### src/rtl/hps_ps2_dev_pkg.sv
// Shared definitions for the PS/2 device emulator.
//   state_e        : controller states
//   PS2_FRAME_BITS : device-to-host frame length (start, 8 data, parity, stop)
//   PS2_RX_BITS    : host-to-device bits clocked in after the RTS start bit
//   SYNC_LATENCY   : depth of the input synchronisers in clk_sys cycles
//   odd_parity()   : parity bit that makes the 9-bit group odd
package hps_ps2_dev_pkg;

    typedef enum logic [2:0] {
        ST_IDLE,
        ST_TX,
        ST_RX,
        ST_RX_ACK,
        ST_HOLD
    } state_e;

    localparam int PS2_FRAME_BITS = 11;
    localparam int PS2_RX_BITS    = 10;
    localparam int SYNC_LATENCY   = 2;

    function automatic logic odd_parity(input logic [7:0] data);
        return ~^data;
    endfunction

endpackage

### src/rtl/hps_ps2_dev_fifo.sv
// Byte FIFO feeding the device-to-host transmitter.
//   clk_sys, reset : clock, synchronous active-high reset (empties the FIFO)
//   push_i, din_i  : write strobe and byte; ignored while full
//   pop_i          : discard the head byte; ignored while empty
//   dout_o         : head byte (valid while !empty_o)
//   empty_o/full_o : occupancy flags
module hps_ps2_dev_fifo #(
    parameter int FIFO_BITS = 3
) (
    input  logic       clk_sys,
    input  logic       reset,
    input  logic       push_i,
    input  logic       pop_i,
    input  logic [7:0] din_i,
    output logic [7:0] dout_o,
    output logic       empty_o,
    output logic       full_o
);

    localparam int DEPTH = 2 ** FIFO_BITS;

    // One extra pointer bit distinguishes full from empty when indices match.
    logic [FIFO_BITS:0] wr_ptr_q, rd_ptr_q;
    logic [7:0]         mem_q [DEPTH];
    logic               push_ok, pop_ok;

    assign push_ok = push_i & ~full_o;
    assign pop_ok  = pop_i & ~empty_o;

    // NOTE: sequential state uses non-blocking assignments so every register
    // samples the pre-edge values regardless of statement order.
    always_ff @(posedge clk_sys) begin
        if (reset) begin
            wr_ptr_q <= '0;
            rd_ptr_q <= '0;
        end else begin
            if (push_ok) wr_ptr_q <= wr_ptr_q + 1'b1;
            if (pop_ok)  rd_ptr_q <= rd_ptr_q + 1'b1;
        end
    end

    // NOTE: storage is deliberately not reset; the pointers alone define
    // which entries are valid, so clearing the array buys nothing.
    always_ff @(posedge clk_sys) begin
        if (push_ok) mem_q[wr_ptr_q[FIFO_BITS-1:0]] <= din_i;
    end

    assign dout_o  = mem_q[rd_ptr_q[FIFO_BITS-1:0]];
    assign empty_o = (wr_ptr_q == rd_ptr_q);
    assign full_o  = (wr_ptr_q[FIFO_BITS] != rd_ptr_q[FIFO_BITS]) &&
                     (wr_ptr_q[FIFO_BITS-1:0] == rd_ptr_q[FIFO_BITS-1:0]);

endmodule

### src/rtl/hps_ps2_dev.sv
// PS/2 device emulator for one channel (keyboard or mouse).
//   clk_sys, reset            : system clock, synchronous active-high reset
//   tx_wr, tx_din             : push a byte for transmission to the host
//   tx_full, tx_overflow      : FIFO full; sticky "pushed while full"
//   ps2_clk_out, ps2_data_out : open-drain drives (0 = pull low, 1 = release)
//   ps2_clk_in, ps2_data_in   : wired-AND line levels (asynchronous)
//   rx_byte, rx_strobe, rx_err: host command byte, good/bad frame pulses
//   busy                      : controller not idle
module hps_ps2_dev
    import hps_ps2_dev_pkg::*;
#(
    parameter int PS2DIV    = 1000,
    parameter int FIFO_BITS = 3
) (
    input  logic       clk_sys,
    input  logic       reset,
    input  logic       tx_wr,
    input  logic [7:0] tx_din,
    output logic       tx_full,
    output logic       tx_overflow,
    output logic       ps2_clk_out,
    output logic       ps2_data_out,
    input  logic       ps2_clk_in,
    input  logic       ps2_data_in,
    output logic [7:0] rx_byte,
    output logic       rx_strobe,
    output logic       rx_err,
    output logic       busy
);

    localparam int                CNT_W      = $clog2(PS2DIV + 1);
    localparam logic [CNT_W-1:0]  CNT_MAX    = CNT_W'(PS2DIV - 1);
    localparam logic [CNT_W-1:0]  CNT_SETTLE = CNT_W'(SYNC_LATENCY);
    localparam logic [3:0]        TX_LAST    = 4'(PS2_FRAME_BITS - 1);
    localparam logic [3:0]        RX_LAST    = 4'(PS2_RX_BITS - 1);

    // ---------------------------------------------------------------- sync
    logic [1:0] clk_sync_q, data_sync_q;
    logic       clk_s, data_s;

    always_ff @(posedge clk_sys) begin
        if (reset) begin
            clk_sync_q  <= 2'b11;
            data_sync_q <= 2'b11;
        end else begin
            clk_sync_q  <= {clk_sync_q[0], ps2_clk_in};
            data_sync_q <= {data_sync_q[0], ps2_data_in};
        end
    end

    assign clk_s  = clk_sync_q[1];
    assign data_s = data_sync_q[1];

    // ---------------------------------------------------------------- regs
    state_e                  state_q, state_d;
    logic                    half_q, half_d;       // 1 = clock-low half
    logic [3:0]              bit_cnt_q, bit_cnt_d;
    logic [7:0]              tx_byte_q, tx_byte_d;
    logic [PS2_RX_BITS-1:0]  rx_shift_q, rx_shift_d;
    logic [PS2_RX_BITS-1:0]  rx_frame;
    logic [CNT_W-1:0]        div_cnt_q;
    logic                    tick;
    logic                    rx_ok, rx_bad, fifo_pop;
    logic                    fifo_empty, fifo_full;
    logic [7:0]              fifo_dout;
    logic [7:0]              rx_byte_q;
    logic                    rx_strobe_q, rx_err_q, overflow_q;
    logic [PS2_FRAME_BITS-1:0] tx_frame;

    hps_ps2_dev_fifo #(.FIFO_BITS(FIFO_BITS)) u_fifo (
        .clk_sys (clk_sys),
        .reset   (reset),
        .push_i  (tx_wr),
        .pop_i   (fifo_pop),
        .din_i   (tx_din),
        .dout_o  (fifo_dout),
        .empty_o (fifo_empty),
        .full_o  (fifo_full)
    );

    // Half-period divider; parked at zero in IDLE so every frame starts
    // with a full-length first half.
    always_ff @(posedge clk_sys) begin
        if (reset || state_q == ST_IDLE) div_cnt_q <= '0;
        else if (tick)                   div_cnt_q <= '0;
        else                             div_cnt_q <= div_cnt_q + 1'b1;
    end

    assign tick     = (div_cnt_q == CNT_MAX);
    assign rx_frame = {data_s, rx_shift_q[PS2_RX_BITS-1:1]};
    assign tx_frame = {1'b1, odd_parity(tx_byte_q), tx_byte_q, 1'b0};

    // ------------------------------------------------------ state register
    always_ff @(posedge clk_sys) begin
        if (reset) begin
            state_q    <= ST_IDLE;
            half_q     <= 1'b0;
            bit_cnt_q  <= '0;
            tx_byte_q  <= '0;
            rx_shift_q <= '0;
        end else begin
            state_q    <= state_d;
            half_q     <= half_d;
            bit_cnt_q  <= bit_cnt_d;
            tx_byte_q  <= tx_byte_d;
            rx_shift_q <= rx_shift_d;
        end
    end

    // ------------------------------------------------------ next state
    // NOTE: every variable gets a default before the case so no path leaves
    // it unassigned, which would infer a latch.
    always_comb begin
        state_d    = state_q;
        half_d     = half_q;
        bit_cnt_d  = bit_cnt_q;
        tx_byte_d  = tx_byte_q;
        rx_shift_d = rx_shift_q;
        fifo_pop   = 1'b0;
        rx_ok      = 1'b0;
        rx_bad     = 1'b0;

        unique case (state_q)
            ST_IDLE: begin
                half_d    = 1'b0;
                bit_cnt_d = '0;
                if (!clk_s) begin
                    state_d = ST_IDLE;            // host inhibit
                end else if (!data_s) begin
                    state_d = ST_RX;              // request-to-send wins
                    half_d  = 1'b1;               // first edge is a fall
                end else if (!fifo_empty) begin
                    state_d   = ST_TX;
                    tx_byte_d = fifo_dout;
                end
            end

            ST_TX: begin
                // The synchronised clock still shows our own low half for
                // SYNC_LATENCY cycles after release, so ignore it until then.
                if (!half_q && !clk_s && bit_cnt_q < TX_LAST &&
                    div_cnt_q >= CNT_SETTLE) begin
                    state_d = ST_IDLE;
                end else if (tick) begin
                    if (!half_q) begin
                        half_d = 1'b1;
                    end else if (bit_cnt_q == TX_LAST) begin
                        fifo_pop = 1'b1;
                        state_d  = ST_HOLD;
                        half_d   = 1'b0;
                    end else begin
                        bit_cnt_d = bit_cnt_q + 4'd1;
                        half_d    = 1'b0;
                    end
                end
            end

            ST_RX: begin
                if (tick) begin
                    if (half_q) begin
                        half_d = 1'b0;
                    end else begin
                        rx_shift_d = rx_frame;
                        half_d     = 1'b1;
                        if (bit_cnt_q == RX_LAST) begin
                            state_d   = ST_RX_ACK;
                            bit_cnt_d = '0;
                            if (rx_frame[9] &&
                                rx_frame[8] == odd_parity(rx_frame[7:0]))
                                rx_ok = 1'b1;
                            else
                                rx_bad = 1'b1;
                        end else begin
                            bit_cnt_d = bit_cnt_q + 4'd1;
                        end
                    end
                end
            end

            ST_RX_ACK: begin
                if (tick) begin
                    half_d = 1'b0;
                    if (!half_q) state_d = ST_HOLD;
                end
            end

            ST_HOLD: begin
                if (tick) begin
                    if (!half_q) half_d  = 1'b1;
                    else         state_d = ST_IDLE;
                end
            end

            default: state_d = ST_IDLE;
        endcase
    end

    // ------------------------------------------------------ outputs
    always_comb begin
        ps2_clk_out  = 1'b1;
        ps2_data_out = 1'b1;
        unique case (state_q)
            ST_TX: begin
                ps2_clk_out  = ~half_q;
                ps2_data_out = tx_frame[bit_cnt_q];
            end
            ST_RX:     ps2_clk_out = ~half_q;
            ST_RX_ACK: begin
                ps2_clk_out  = ~half_q;
                ps2_data_out = 1'b0;
            end
            default: ;
        endcase
    end

    always_ff @(posedge clk_sys) begin
        if (reset) begin
            rx_byte_q   <= '0;
            rx_strobe_q <= 1'b0;
            rx_err_q    <= 1'b0;
            overflow_q  <= 1'b0;
        end else begin
            rx_strobe_q <= rx_ok;
            rx_err_q    <= rx_bad;
            if (rx_ok)              rx_byte_q  <= rx_frame[7:0];
            if (tx_wr && fifo_full) overflow_q <= 1'b1;
        end
    end

    assign rx_byte     = rx_byte_q;
    assign rx_strobe   = rx_strobe_q;
    assign rx_err      = rx_err_q;
    assign tx_full     = fifo_full;
    assign tx_overflow = overflow_q;
    assign busy        = (state_q != ST_IDLE);

endmodule

### config.mk
export PLATFORM = sky130hd
export DESIGN_NAME = hps_ps2_dev
export DESIGN_NICKNAME = d
export VERILOG_FILES = /design/src/rtl/hps_ps2_dev_pkg.sv /design/src/rtl/hps_ps2_dev_fifo.sv /design/src/rtl/hps_ps2_dev.sv
export SDC_FILE = /design/constraint.sdc
export NUM_CORES = 1
export LEC_CHECK = 0
export CAP_MARGIN = 20
export CORE_ASPECT_RATIO = 1.2
export CORE_MARGIN = 5
export CORE_UTILIZATION = 33
export DETAILED_ROUTE_END_ITERATION = 10
export HOLD_SLACK_MARGIN = 0.15
export SKIP_LAST_GASP = 1
export SYNTH_ARGS = -nofsm -noshare
export SYNTH_HDL_FRONTEND = slang
export SYNTH_SLANG_ARGS = --single-unit
### constraint.sdc
create_clock -name clk_sys -period 2.6 [get_ports clk_sys]
set_input_delay 0.78 -clock clk_sys [delete_from_list [all_inputs] [get_ports clk_sys]]
set_output_delay 0.78 -clock clk_sys [all_outputs]
set_load 0.005 [all_outputs]
==> results_dict.tcl <==
set metrics [dict create \
    antenna_found_initial 0 \
    cts_buffers 17 \
    min_period_ps 2820 \
    wl_met2_um 5010 \
    violations "negative setup slack" \
    netlist_area_sq_um 5270 \
    clock_path_buffers 2 \
    fin_util_pct 41.4 \
    wl_met3_um 438 \
    final_common_cell "edfxtp_1" \
    fin_nets 495 \
    yosysUniqueCellTypes 49 \
    die_y_um 148 \
    drc 0 \
    dr.first_iter.drc_count 204 \
    cts_root_buffer "clkbuf_16" \
    grt_pass1_wl_um 16900 \
    power_mw 4.87 \
    whs_ps 418 \
    finalWeightedCongestion 0.837 \
    status "finished, violations left" \
    yosysWarningCount 0 \
    netlist_instances 419 \
    cp-end-kind "primary output" \
    irDropWorstVdd_v 0.000479 \
    rsz0062_at_grt "true" \
    dp.cells 662 \
    grt_pass1_vias 3408 \
    ant_nets 0 \
    diodes 0 \
    synthToLayoutAreaGrowth_pct 22.9 \
    cts_max_level 4 \
    wl_met1_um 4330 \
    start_kind "register" \
    final_hold_viol_count 0 \
    tightest_slew_ps 737 \
    rows 50 \
    pwr_density_cell_nw_per_um2 753 \
    start_util_pct 33.7 \
    top_layer_used "met4" \
    slew_violations 0 \
    path_clk_slew_ps 50 \
    via_per_inst 4.80 \
    cp.required_ps 1820 \
    synth_seq_cells 122 \
    seq_area_frac_synth_pct 58.5 \
    cp.arrival_ps 2040 \
    layout-drive-gt1-share_pct 18.3 \
    core_sq_um 15600 \
    p_leak_nw 2.38 \
    clock-sinks 122 \
    wl_um 9940 \
    finalNonFillerCells 695 \
    skew_ps 7.34 \
    syn-num-nets 439 \
    grt-ovfl-total 0 \
    vias 3337 \
    insertion_delay_ps 400 \
    grt_max_degree 48 \
    synth_ff_type "edfxtp_1" \
    ios 28 \
    cts_tree "done" \
    fin_ws_ps -223 \
    synth_edf_count 64 \
    dr.pass1.iters 5 \
    ys_async_sr_fraction_pct 0 \
    finalSetupViolations 1 \
    hpwlAfterDp_um 6690 \
    period_share_pct 109 \
    fmax_mhz 354 \
    port_buffers 27 \
    setup_tns_ps -223 \
    mostFrequentLayoutCells "edfxtp_1 (64), nor2_1 (62), dfxtp_1 (55), mux2i_1 (31), buf_4 (31)" \
    cts_hold_buf 0 \
    crit_path_max_fanout 2 \
    drv_cap 0 \
    die_w_um 125 \
    wire_per_inst_um 14.3 \
    hold_path.class "register to register" \
    avgSynthCellArea_sq_um 12.6 \
    die_area_sq_um 18600 \
    path_class "register to primary output" \
    grt_usage_pct 11.5 \
    slew_headroom_pct 50.2 \
]
==> cell families (layout without fill, tap and decap cells) <==
family	after synthesis	in the layout	synth area share, %
adder cells (fa/ha/maj)	8	8	1.85
AO/OA/AOI/OAI	41	41	4.94
AND/OR/NAND/NOR	141	141	13.4
flip-flops	122	122	58.5
buffers and inverters	29	97	2.30
multiplexers	48	48	13.2
XOR/XNOR	30	30	5.77
==> cells in the mapped netlist (2+ instances only) <==
| library cell | count | area share [%] |
|---|---|---|
| a211oi_1 | 3 | 0.43 |
| buf_2 | 7 | 0.67 |
| and3_1 | 4 | 0.47 |
| nand4_1 | 3 | 0.36 |
| nor2b_1 | 7 | 0.83 |
| o21ai_0 | 4 | 0.38 |
| xnor2_1 | 14 | 2.3 |
| mux4_2 | 17 | 7.3 |
| nand3_1 | 8 | 0.76 |
| ha_1 | 7 | 1.7 |
| nor4b_1 | 4 | 0.67 |
| nand2b_1 | 4 | 0.47 |
| dfxtp_1 | 58 | 22 |
| a21oi_1 | 20 | 1.9 |
| a31oi_1 | 2 | 0.24 |
| nor3_1 | 6 | 0.57 |
| inv_1 | 7 | 0.50 |
| nand2_1 | 18 | 1.3 |
| edfxtp_1 | 64 | 36 |
| xnor3_1 | 3 | 1.3 |
| nor2_1 | 62 | 4.4 |
| nor3b_1 | 2 | 0.28 |
| nor4_1 | 7 | 0.83 |
| mux2i_1 | 31 | 5.9 |
| or3_1 | 3 | 0.36 |
| clkbuf_1 | 13 | 0.93 |
| a211o_1 | 2 | 0.33 |
| or2_2 | 5 | 0.59 |
| xor2_1 | 13 | 2.2 |
| nand3b_1 | 2 | 0.28 |
==> per-layer routing <==
| metal | vias up | track usage (%) |
|---|---|---|
| li1 | 1645 | - |
| met1 | 1605 | 13.3 |
| met2 | 73 | 19.0 |
| met3 | 14 | 3.88 |
| met4 | 0 | 5.59 |
| met5 | - | 0 |
==> report_power, final <==
part	total (mW)	internal (mW)	leakage [nW]	switching, mW
logic	0.688	0.323	1.08	0.365
registers	2.18	2.11	1.05	0.0738
clock network	2.00	1.26	0.242	0.742
total	4.87	3.69	2.38	1.18
==> per-stage QoR <==
step / setup slack [ps] / cell area [sq um]
finish: -223 / 6470
global route: -325 / 6470
CTS: -271 / 6460
detailed placement: -206 / 5940
global placement: -191 / 5940
floorplan: 243 / 5270
==> final cells by class <==
class,count,area [sq um]
clock buffer,28,487
timing repair buffer,59,512
tap,208,260
clock inverter,3,17.5
sequential,122,3090
fill,1488,9170
multi-input combinational,268,2080
inverter,7,26.3
==> repair_timing <==
action | in CTS | in global routing
gates resized for setup | 9 | 3
buffers inserted | 2 | 0
endpoints found under the setup margin | 2 | 3
pin swaps | 4 | 0
==> critical path, cell delays in order, from the launching register on <==
cell     delay (ps)
dfxtp_2         320
xnor3_1         400
xnor3_1         250
mux2i_1         200
o22ai_1         100
a21oi_2         150
o21ai_1          70
buf_2           140
==> registers in the layout (all words and copies together) (netlist names), 4 cells and up <==
register         count
u_fifo.wr_ptr_q      4
div_cnt_q           10
rx_byte              8
bit_cnt_q            4
tx_byte_q            8
u_fifo.rd_ptr_q      4
rx_shift_q           9
u_fifo.mem_q        64
==> worst paths after layout <==
check,from,endpoint,depth (start not counted),slack (ps)
worst max-delay path,tx_byte_q[6],ps2_data_out,7,-220
worst min-delay path,clk_sync_q[0],clk_sync_q[1],1,420
worst max register to register,div_cnt_q[1],bit_cnt_q[3],7,230
worst min register to register,clk_sync_q[0],clk_sync_q[1],1,420
Power figures use the tool's default switching activity.
